$ cat src/rtl/mc_controller_hs.sv
// Multicycle MIPS control FSM with a memory ready/wait handshake, an illegal-instruction
// trap, ANDI/ORI zero-extend select, and free-running cycle / retired-instruction counters.
module mc_controller_hs #(
  parameter bit MEM_WAIT_EN = 1'b1,
  parameter int CNT_W       = 32
) (
  input  logic             clk,
  input  logic             reset_n,
  input  logic [5:0]       op,
  input  logic [5:0]       funct,
  input  logic             zero,
  input  logic             mem_ready,
  output logic             pcen,
  output logic             memread,
  output logic             memwrite,
  output logic             irwrite,
  output logic             regwrite,
  output logic             alusrca,
  output logic             iord,
  output logic             memtoreg,
  output logic             regdst,
  output logic             immext,
  output logic [1:0]       alusrcb,
  output logic [1:0]       pcsrc,
  output logic [2:0]       alucont,
  output logic [4:0]       state_o,
  output logic             illegal,
  output logic [CNT_W-1:0] cycles,
  output logic [CNT_W-1:0] instret
);

  typedef enum logic [4:0] {
    FETCH   = 5'd0,  DECODE  = 5'd1,  MEMADR  = 5'd2,  MEMRD  = 5'd3,
    MEMWB   = 5'd4,  MEMWR   = 5'd5,  RTYPEEX = 5'd6,  RTYPEWB = 5'd7,
    BEQEX   = 5'd8,  BNEEX   = 5'd9,  IMMEX   = 5'd10, IMMWB  = 5'd11,
    JEX     = 5'd12, ILLEGAL = 5'd13
  } state_t;

  localparam logic [5:0] OP_RTYPE = 6'h00, OP_LW   = 6'h23, OP_SW   = 6'h2B,
                         OP_BEQ   = 6'h04, OP_BNE  = 6'h05, OP_ADDI = 6'h08,
                         OP_SLTI  = 6'h0A, OP_ANDI = 6'h0C, OP_ORI  = 6'h0D,
                         OP_J     = 6'h02;

  localparam logic [5:0] FN_ADD = 6'h20, FN_SUB = 6'h22, FN_AND = 6'h24,
                         FN_OR  = 6'h25, FN_SLT = 6'h2A;

  localparam logic [2:0] ALU_AND = 3'b000, ALU_OR  = 3'b001, ALU_ADD = 3'b010,
                         ALU_SUB = 3'b110, ALU_SLT = 3'b111;

  state_t state, nextstate;
  logic   ready;

  assign ready   = MEM_WAIT_EN ? mem_ready : 1'b1;
  assign state_o = state;

  function automatic logic legal_funct(input logic [5:0] f);
    return (f == FN_ADD) || (f == FN_SUB) || (f == FN_AND) || (f == FN_OR) || (f == FN_SLT);
  endfunction

  function automatic logic [2:0] funct_alu(input logic [5:0] f);
    case (f)
      FN_SUB:  return ALU_SUB;
      FN_AND:  return ALU_AND;
      FN_OR:   return ALU_OR;
      FN_SLT:  return ALU_SLT;
      default: return ALU_ADD;
    endcase
  endfunction

  function automatic logic [2:0] imm_alu(input logic [5:0] o);
    case (o)
      OP_ANDI: return ALU_AND;
      OP_ORI:  return ALU_OR;
      OP_SLTI: return ALU_SLT;
      default: return ALU_ADD;
    endcase
  endfunction

  // NOTE: every always_comb output gets a default first so no path can infer a latch.
  always_comb begin
    nextstate = state;
    case (state)
      FETCH:  if (ready) nextstate = DECODE;
      DECODE: begin
        case (op)
          OP_LW, OP_SW:                       nextstate = MEMADR;
          OP_BEQ:                             nextstate = BEQEX;
          OP_BNE:                             nextstate = BNEEX;
          OP_ADDI, OP_SLTI, OP_ANDI, OP_ORI:  nextstate = IMMEX;
          OP_J:                               nextstate = JEX;
          OP_RTYPE: begin
            if (funct == 6'h00)          nextstate = FETCH;
            else if (legal_funct(funct)) nextstate = RTYPEEX;
            else                         nextstate = ILLEGAL;
          end
          default:                            nextstate = ILLEGAL;
        endcase
      end
      MEMADR:  nextstate = (op == OP_LW) ? MEMRD : MEMWR;
      MEMRD:   if (ready) nextstate = MEMWB;
      MEMWR:   if (ready) nextstate = FETCH;
      RTYPEEX: nextstate = RTYPEWB;
      IMMEX:   nextstate = IMMWB;
      MEMWB, RTYPEWB, IMMWB, BEQEX, BNEEX, JEX: nextstate = FETCH;
      ILLEGAL: nextstate = ILLEGAL;
      default: nextstate = FETCH;
    endcase
  end

  // Outputs decode straight from the state register, so an async reset into FETCH
  // withdraws a pending write the instant reset_n falls.
  always_comb begin
    pcen     = 1'b0;
    memread  = 1'b0;
    memwrite = 1'b0;
    irwrite  = 1'b0;
    regwrite = 1'b0;
    alusrca  = 1'b0;
    iord     = 1'b0;
    memtoreg = 1'b0;
    regdst   = 1'b0;
    immext   = 1'b0;
    alusrcb  = 2'b00;
    pcsrc    = 2'b00;
    alucont  = ALU_ADD;
    case (state)
      FETCH: begin
        memread = reset_n;
        alusrcb = 2'b01;
        irwrite = reset_n & ready;
        pcen    = reset_n & ready;
      end
      DECODE:  alusrcb = 2'b11;
      MEMADR: begin
        alusrca = 1'b1;
        alusrcb = 2'b10;
      end
      MEMRD: begin
        iord    = 1'b1;
        memread = 1'b1;
      end
      MEMWB: begin
        memtoreg = 1'b1;
        regwrite = 1'b1;
      end
      MEMWR: begin
        iord     = 1'b1;
        memwrite = 1'b1;
      end
      RTYPEEX: begin
        alusrca = 1'b1;
        alucont = funct_alu(funct);
      end
      RTYPEWB: begin
        regdst   = 1'b1;
        regwrite = 1'b1;
      end
      BEQEX, BNEEX: begin
        alusrca = 1'b1;
        alucont = ALU_SUB;
        pcsrc   = 2'b01;
        pcen    = (state == BEQEX) ? zero : ~zero;
      end
      IMMEX, IMMWB: begin
        alusrca  = (state == IMMEX);
        alusrcb  = (state == IMMEX) ? 2'b10 : 2'b00;
        regwrite = (state == IMMWB);
        alucont  = imm_alu(op);
        immext   = (op == OP_ANDI) || (op == OP_ORI);
      end
      JEX: begin
        pcsrc = 2'b10;
        pcen  = 1'b1;
      end
      default: ;
    endcase
  end

  // NOTE: sequential state uses non-blocking assignments so every register samples pre-edge values.
  always_ff @(posedge clk or negedge reset_n) begin
    if (!reset_n) begin
      state   <= FETCH;
      cycles  <= '0;
      instret <= '0;
      illegal <= 1'b0;
    end else begin
      state <= nextstate;
      if (state != ILLEGAL)
        cycles <= cycles + CNT_W'(1);
      if (nextstate == FETCH && state != FETCH)
        instret <= instret + CNT_W'(1);
      if (nextstate == ILLEGAL)
        illegal <= 1'b1;
    end
  end

endmodule

$ cat config.mk
export PLATFORM = sky130hd
export DESIGN_NAME = mc_controller_hs
export DESIGN_NICKNAME = d
export VERILOG_FILES = /design/src/rtl/mc_controller_hs.sv
export SDC_FILE = /design/constraint.sdc
export NUM_CORES = 1
export LEC_CHECK = 0
export CORE_MARGIN = 2
export CORE_UTILIZATION = 45
export CTS_BUF_LIST = sky130_fd_sc_hd__clkbuf_4 sky130_fd_sc_hd__clkbuf_8
export DETAILED_ROUTE_END_ITERATION = 10
export PLACE_DENSITY = 0.82
export REMOVE_ABC_BUFFERS = 1
export SYNTH_ARGS = -nofsm -noshare
export SYNTH_HDL_FRONTEND = slang
export SYNTH_SLANG_ARGS = --single-unit
export TNS_END_PERCENT = 10
$ cat constraint.sdc
create_clock -name clk -period 2.15 [get_ports clk]
set_input_delay 0.215 -clock clk [delete_from_list [all_inputs] [get_ports clk]]
set_output_delay 0.215 -clock clk [all_outputs]
set_load 0.01 [all_outputs]
## After elaboration in Yosys (flattened, before gate mapping)

Cells that the tools add are included.

- Bits in registers: 70
- Input bits: 16
- Output and inout bits: 87
- Word-level logic and storage cells: 80

- Add/sub/neg operators: 2
- Equality and inequality tests: 29
- Multiplexer cells: 25
- Bitwise operators: 2
- Reductions and logical operators: 18

Operator list:

| operator | count |
|---|---|
| 32-bit by 1-bit adder with 32-bit output (second input constant) | 2 |
| 6-bit == test (second input constant) | 7 |
| 5-bit case mux with 8 select lines | 1 |
| 5-bit by 4-bit == test with 1-bit output (second input constant) | 7 |
| 6-bit by 4-bit == test with 1-bit output (second input constant) | 4 |
| 4-bit case mux with 6 select lines | 1 |
| 5-bit by 3-bit == test with 1-bit output (second input constant) | 4 |
| 3-bit case mux with 3 select lines | 2 |
| 5-bit two-way mux | 3 |
| 6-bit by 3-bit == test with 1-bit output (second input constant) | 2 |
| 6-bit logical NOT | 2 |
| 3-bit case mux with 4 select lines | 1 |
| 5-bit by 2-bit == test with 1-bit output (second input constant) | 2 |
| 5-bit logical NOT | 2 |
| 2-bit OR reduction | 5 |
| 4-bit two-way mux | 2 |
| 2-bit case mux with 4 select lines | 1 |
| 4-bit OR reduction | 2 |
| 1-bit two-way mux | 7 |
| 6-bit by 2-bit == test with 1-bit output (second input constant) | 1 |
| 1-bit case mux with 2 select lines | 3 |
| 5-bit by 1-bit == test with 1-bit output (second input constant) | 1 |
| 1-bit logical OR | 5 |
| 5-bit by 4-bit != test with 1-bit output (second input constant) | 1 |
| other kinds (8) | 8 |

## Logic depth before layout (Yosys ltp)

- Word-level depth: 11
- Gate-level depth with buffers: 10
- Depth with buffers taken out: 7

## Worst setup path before layout

OpenSTA, ideal clock, no wires.

- Path type: register -> register
- Start point: register state[2], in the netlist state_o[2]
- End point: register instret[1]
- Library setup time: 0.125 ns
- Arrival time: 2.175 ns
- Data required time: 2.025 ns
- Path slack: -0.150 ns
- Stages on the path, launching flop included: 8
- Path buffers: 2
- Period minus slack after synthesis: 2.300 ns
- Cell sequence: dfrtp_1 > buf_6 > or3_4 > or2_0 > buf_6 > o311ai_4 > or4_4 > mux2_4

- Word-level cells in the longest chain between the ends: 4
- Elaborated cells on any way between the ends: 15
- Classes of those cells: eq/ne: 7; mux: 4; reduce/logical: 4

RTL lines:

| what | line | source |
|---|---|---|
| from (decl) | 50 | `state_t state, nextstate;` |
| from (signal assigned) | 187 | `state <= nextstate;` |
| 5-bit by 4-bit == test with 1-bit output (tied with other cells) | 82 | `case (state)` |
| 5-bit case mux with 8 select lines * | 82 |  |
| via nextstate[1] | 50 |  |
| 5-bit logical NOT * | 190 | `if (nextstate == FETCH && state != FETCH)` |
| 1-bit logical AND * | 190 |  |
| to (signal assigned) | 191 | `instret <= instret + CNT_W'(1);` |
| to (decl) | 29 | `output logic [CNT_W-1:0] instret` |

The timed path passes the listed nets; every way through them passes the cells marked *.
A chain may end at the register's enable or synchronous reset.

## Final worst setup path

- Start point: register state[1], in the netlist state_o[1]
- End point: register instret[10]

- Word-level cells in the longest chain between the ends: 4
- Elaborated cells on any way between the ends: 15
- Classes of those cells: eq/ne: 7; mux: 4; reduce/logical: 4

RTL lines:

| what | line |
|---|---|
| 5-bit by 4-bit == test with 1-bit output (tied with other cells) | 82 |
| 5-bit case mux with 8 select lines | 82 |
| 5-bit logical NOT | 190 |
| 1-bit logical AND * | 190 |

Mark *: on every way between the ends. The rest lies on a longest branch, timed or not.

==> flow_summary.ini <==
[floorplanning]
io_pins = 103
die_w_um = 95.9
design.core.area_um2 = 8220
dieArea_um2 = 9190
die_h_um = 95.9
start_util = 0.462
row_count = 33

[sta]
drv_slew = 0
fmax_mhz = 436
clock-skew-final_ns = 0.0112
max_slew_margin = 0.425
post-route-period-util = 1.07
whs_ns = 0.131
fin_ws_ns = -0.146
hold_viol = 0
report.final.setup_viol = 24
period_minus_slack_ns = 2.30
finalSetupTns_ns = -1.34
worst_pin_slew_ns = 0.862
rsz0062_at_grt = true

[worst_setup_path]
end_kind = flip-flop
crit_type = flip-flop to flip-flop
crit_required_ns = 2.39
reg2reg_from = state_o[1]$_DFF_PN0_
r2r_cells = 10
start_kind = flip-flop
worstPathMaxFanout = 15
startpoint = state_o[1]$_DFF_PN0_
critPathArrivalTime_ns = 2.54

[cts]
root_buffer = clkbuf_8
clk_latency_ns = 0.34
cts.reportedPaths.clkPinSlew_ns = 0.08
postCtsHoldBufs = 0
h-tree-depth = 3
cts_buffers = 9
cts_tree = yes
cts.sinks = 70
clk_path_buf_depth = 2

[logic_synthesis]
ys_top_cells_by_count = 70 x dfrtp_1, 55 x xnor2_1, 28 x nand2_1, 25 x nor2_1, 22 x nand3_1
syn_inst = 361
ys.flop_type = dfrtp_1
synth_seq_area_share = 0.461
ys_types = 59
synth_area_um2 = 3800
synth_most_common_cell = dfrtp_1
synth_top_area_share = 0.461
synth_area_per_cell_um2 = 10.5
synth.area.top_cells = dfrtp_1 46%, xnor2_1 13%, nand3_1 2.9%
ys_ff_latch = 70
yosys.area.top_type = dfrtp_1
synth-edff-count = 0
async_flop_share = 1.00
yosys_warnings = 0

[grt]
groute.usage.overall = 0.223
grt_max_degree = 71
antenna_found_initial = 1
grt_pass1_vias = 3377
grt_overflow = 0
grt_pass1_wl_um = 15900

[finish]
final_cell_count_no_fill = 633
fillers = 603
fin_util = 0.700
drive_above_1_share = 0.275
area_delta_synth_final_pct = 51.5
fin_nets = 540
final_cell_area_um2 = 5750
multi_input_area_um2 = 2110
ff_latch_area_um2 = 1760

[place]
place.gp.congestion = 0.896
postPlaceCellArea_um2 = 5260
dp_hpwl_um = 7180
portBuffers = 102
dpl.cell_count = 605

[run]
maxCapViolCount = 0

[route]
drtIter0Drc = 118
drtAntennaViolNets = 0
via_count = 3365
drc = 0
avgViaCountPerCell = 5.32
wire_per_inst_um = 16.1
drt_pass1_iterations = 4
wirelength_um = 10200

[run_status]
violations = setup timing
status = finished, violations left

[power_and_ir_drop]
peakVddDrop_uv = 717
power_leakage_nw = 2.65
power_density_nw_per_um2 = 713

[min_path]
hold_path.class = primary input to asynchronous set/reset pin
==> worst paths after layout <==
kind,slack (ns),to
worst max register to register,-0.15,instret[10]$_DFFE_PN0P_
worst min-delay path,0.13,instret[12]$_DFFE_PN0P_
worst max-delay path,-0.15,instret[10]$_DFFE_PN0P_
worst min register to register,0.47,illegal$_DFFE_PN0N_
max in group asynchronous,1.41,state_o[4]$_DFF_PN0_
min in group clk,0.47,illegal$_DFFE_PN0N_
==> critical path: stages, from the launching register on <==
cell and delay (ns):
dfrtp_2 0.46, buf_6 0.15, nor4b_2 0.15, a31oi_1 0.22
a21oi_2 0.09, a21o_1 0.21, buf_6 0.14, nor4_4 0.25
buf_12 0.19, nand3_1 0.10, xnor2_1 0.22
==> logic make-up after synthesis <==
kind of cell | count (synthesis) | synth area share
AND/OR/NAND/NOR | 173 | 0.277
flip-flops | 70 | 0.461
multiplexers | 4 | 0.0122
buffers and inverters | 17 | 0.0283
other | 1 | 0.000987
XOR/XNOR | 65 | 0.150
AO/OA/AOI/OAI | 29 | 0.0639
adder cells (fa/ha/maj) | 2 | 0.00659
==> metrics by stage <==
| stage | worst slack, ns | power (mW) |
|---|---|---|
| finish | -0.146 | 4.10 |
| global route | -0.237 | 4.33 |
| CTS | -0.254 | 4.00 |
| detailed placement | -0.475 | 2.93 |
| global placement | -0.342 | 2.89 |
| floorplan | -0.398 | 2.18 |
==> timing repair <==
| action | in CTS | in global routing |
|---|---|---|
| endpoints found under the setup margin | 27 | 48 |
| buffers inserted | 1 | 9 |
| gates cloned | 0 | 1 |
| resized for setup | 24 | 50 |
| pin swaps | 3 | 19 |
==> power by group <==
part           internal [mW]  switching (mW)
combinational          0.791           0.647
sequential              1.46           0.159
clock                  0.571           0.474
total                   2.82            1.28
==> layer usage <==
| layer | up-vias | wire length (um) | GRT usage |
|---|---|---|---|
| met5 | - | 0 | 0 |
| met4 | 0 | 227 | 0.0667 |
| met3 | 24 | 669 | 0.0752 |
| met2 | 96 | 5040 | 0.375 |
| met1 | 1643 | 4260 | 0.271 |
| li1 | 1602 | - | - |
==> layout make-up <==
cell class              count  share of cell area
repair buffers            165               0.270
multi-input cells         274               0.366
clock inverters             4             0.00826
inverters                   2             0.00130
diodes                      1            0.000435
flip-flops and latches     70               0.305
clock buffers              12              0.0254
well taps                 105              0.0228
==> flip-flops by register name, summed over array words and instances (netlist names) <==
register / cells
illegal: 1
state_o: 5
instret: 32
cycles: 32
==> cell usage in the layout (no fill, tap or decap), drive strengths merged, types with 13 or more instances in the layout <==
| master | Yosys | routed |
|---|---|---|
| nand4 | 13 | 13 |
| nor2 | 25 | 25 |
| nand2 | 32 | 32 |
| clkdlybuf4s50 | 0 | 80 |
| xnor2 | 55 | 55 |
| dfrtp | 70 | 70 |
| buf | 10 | 63 |
| and3 | 16 | 16 |
| clkbuf | 5 | 15 |
| nand3 | 32 | 32 |
(Power assumes the default switching activity.)
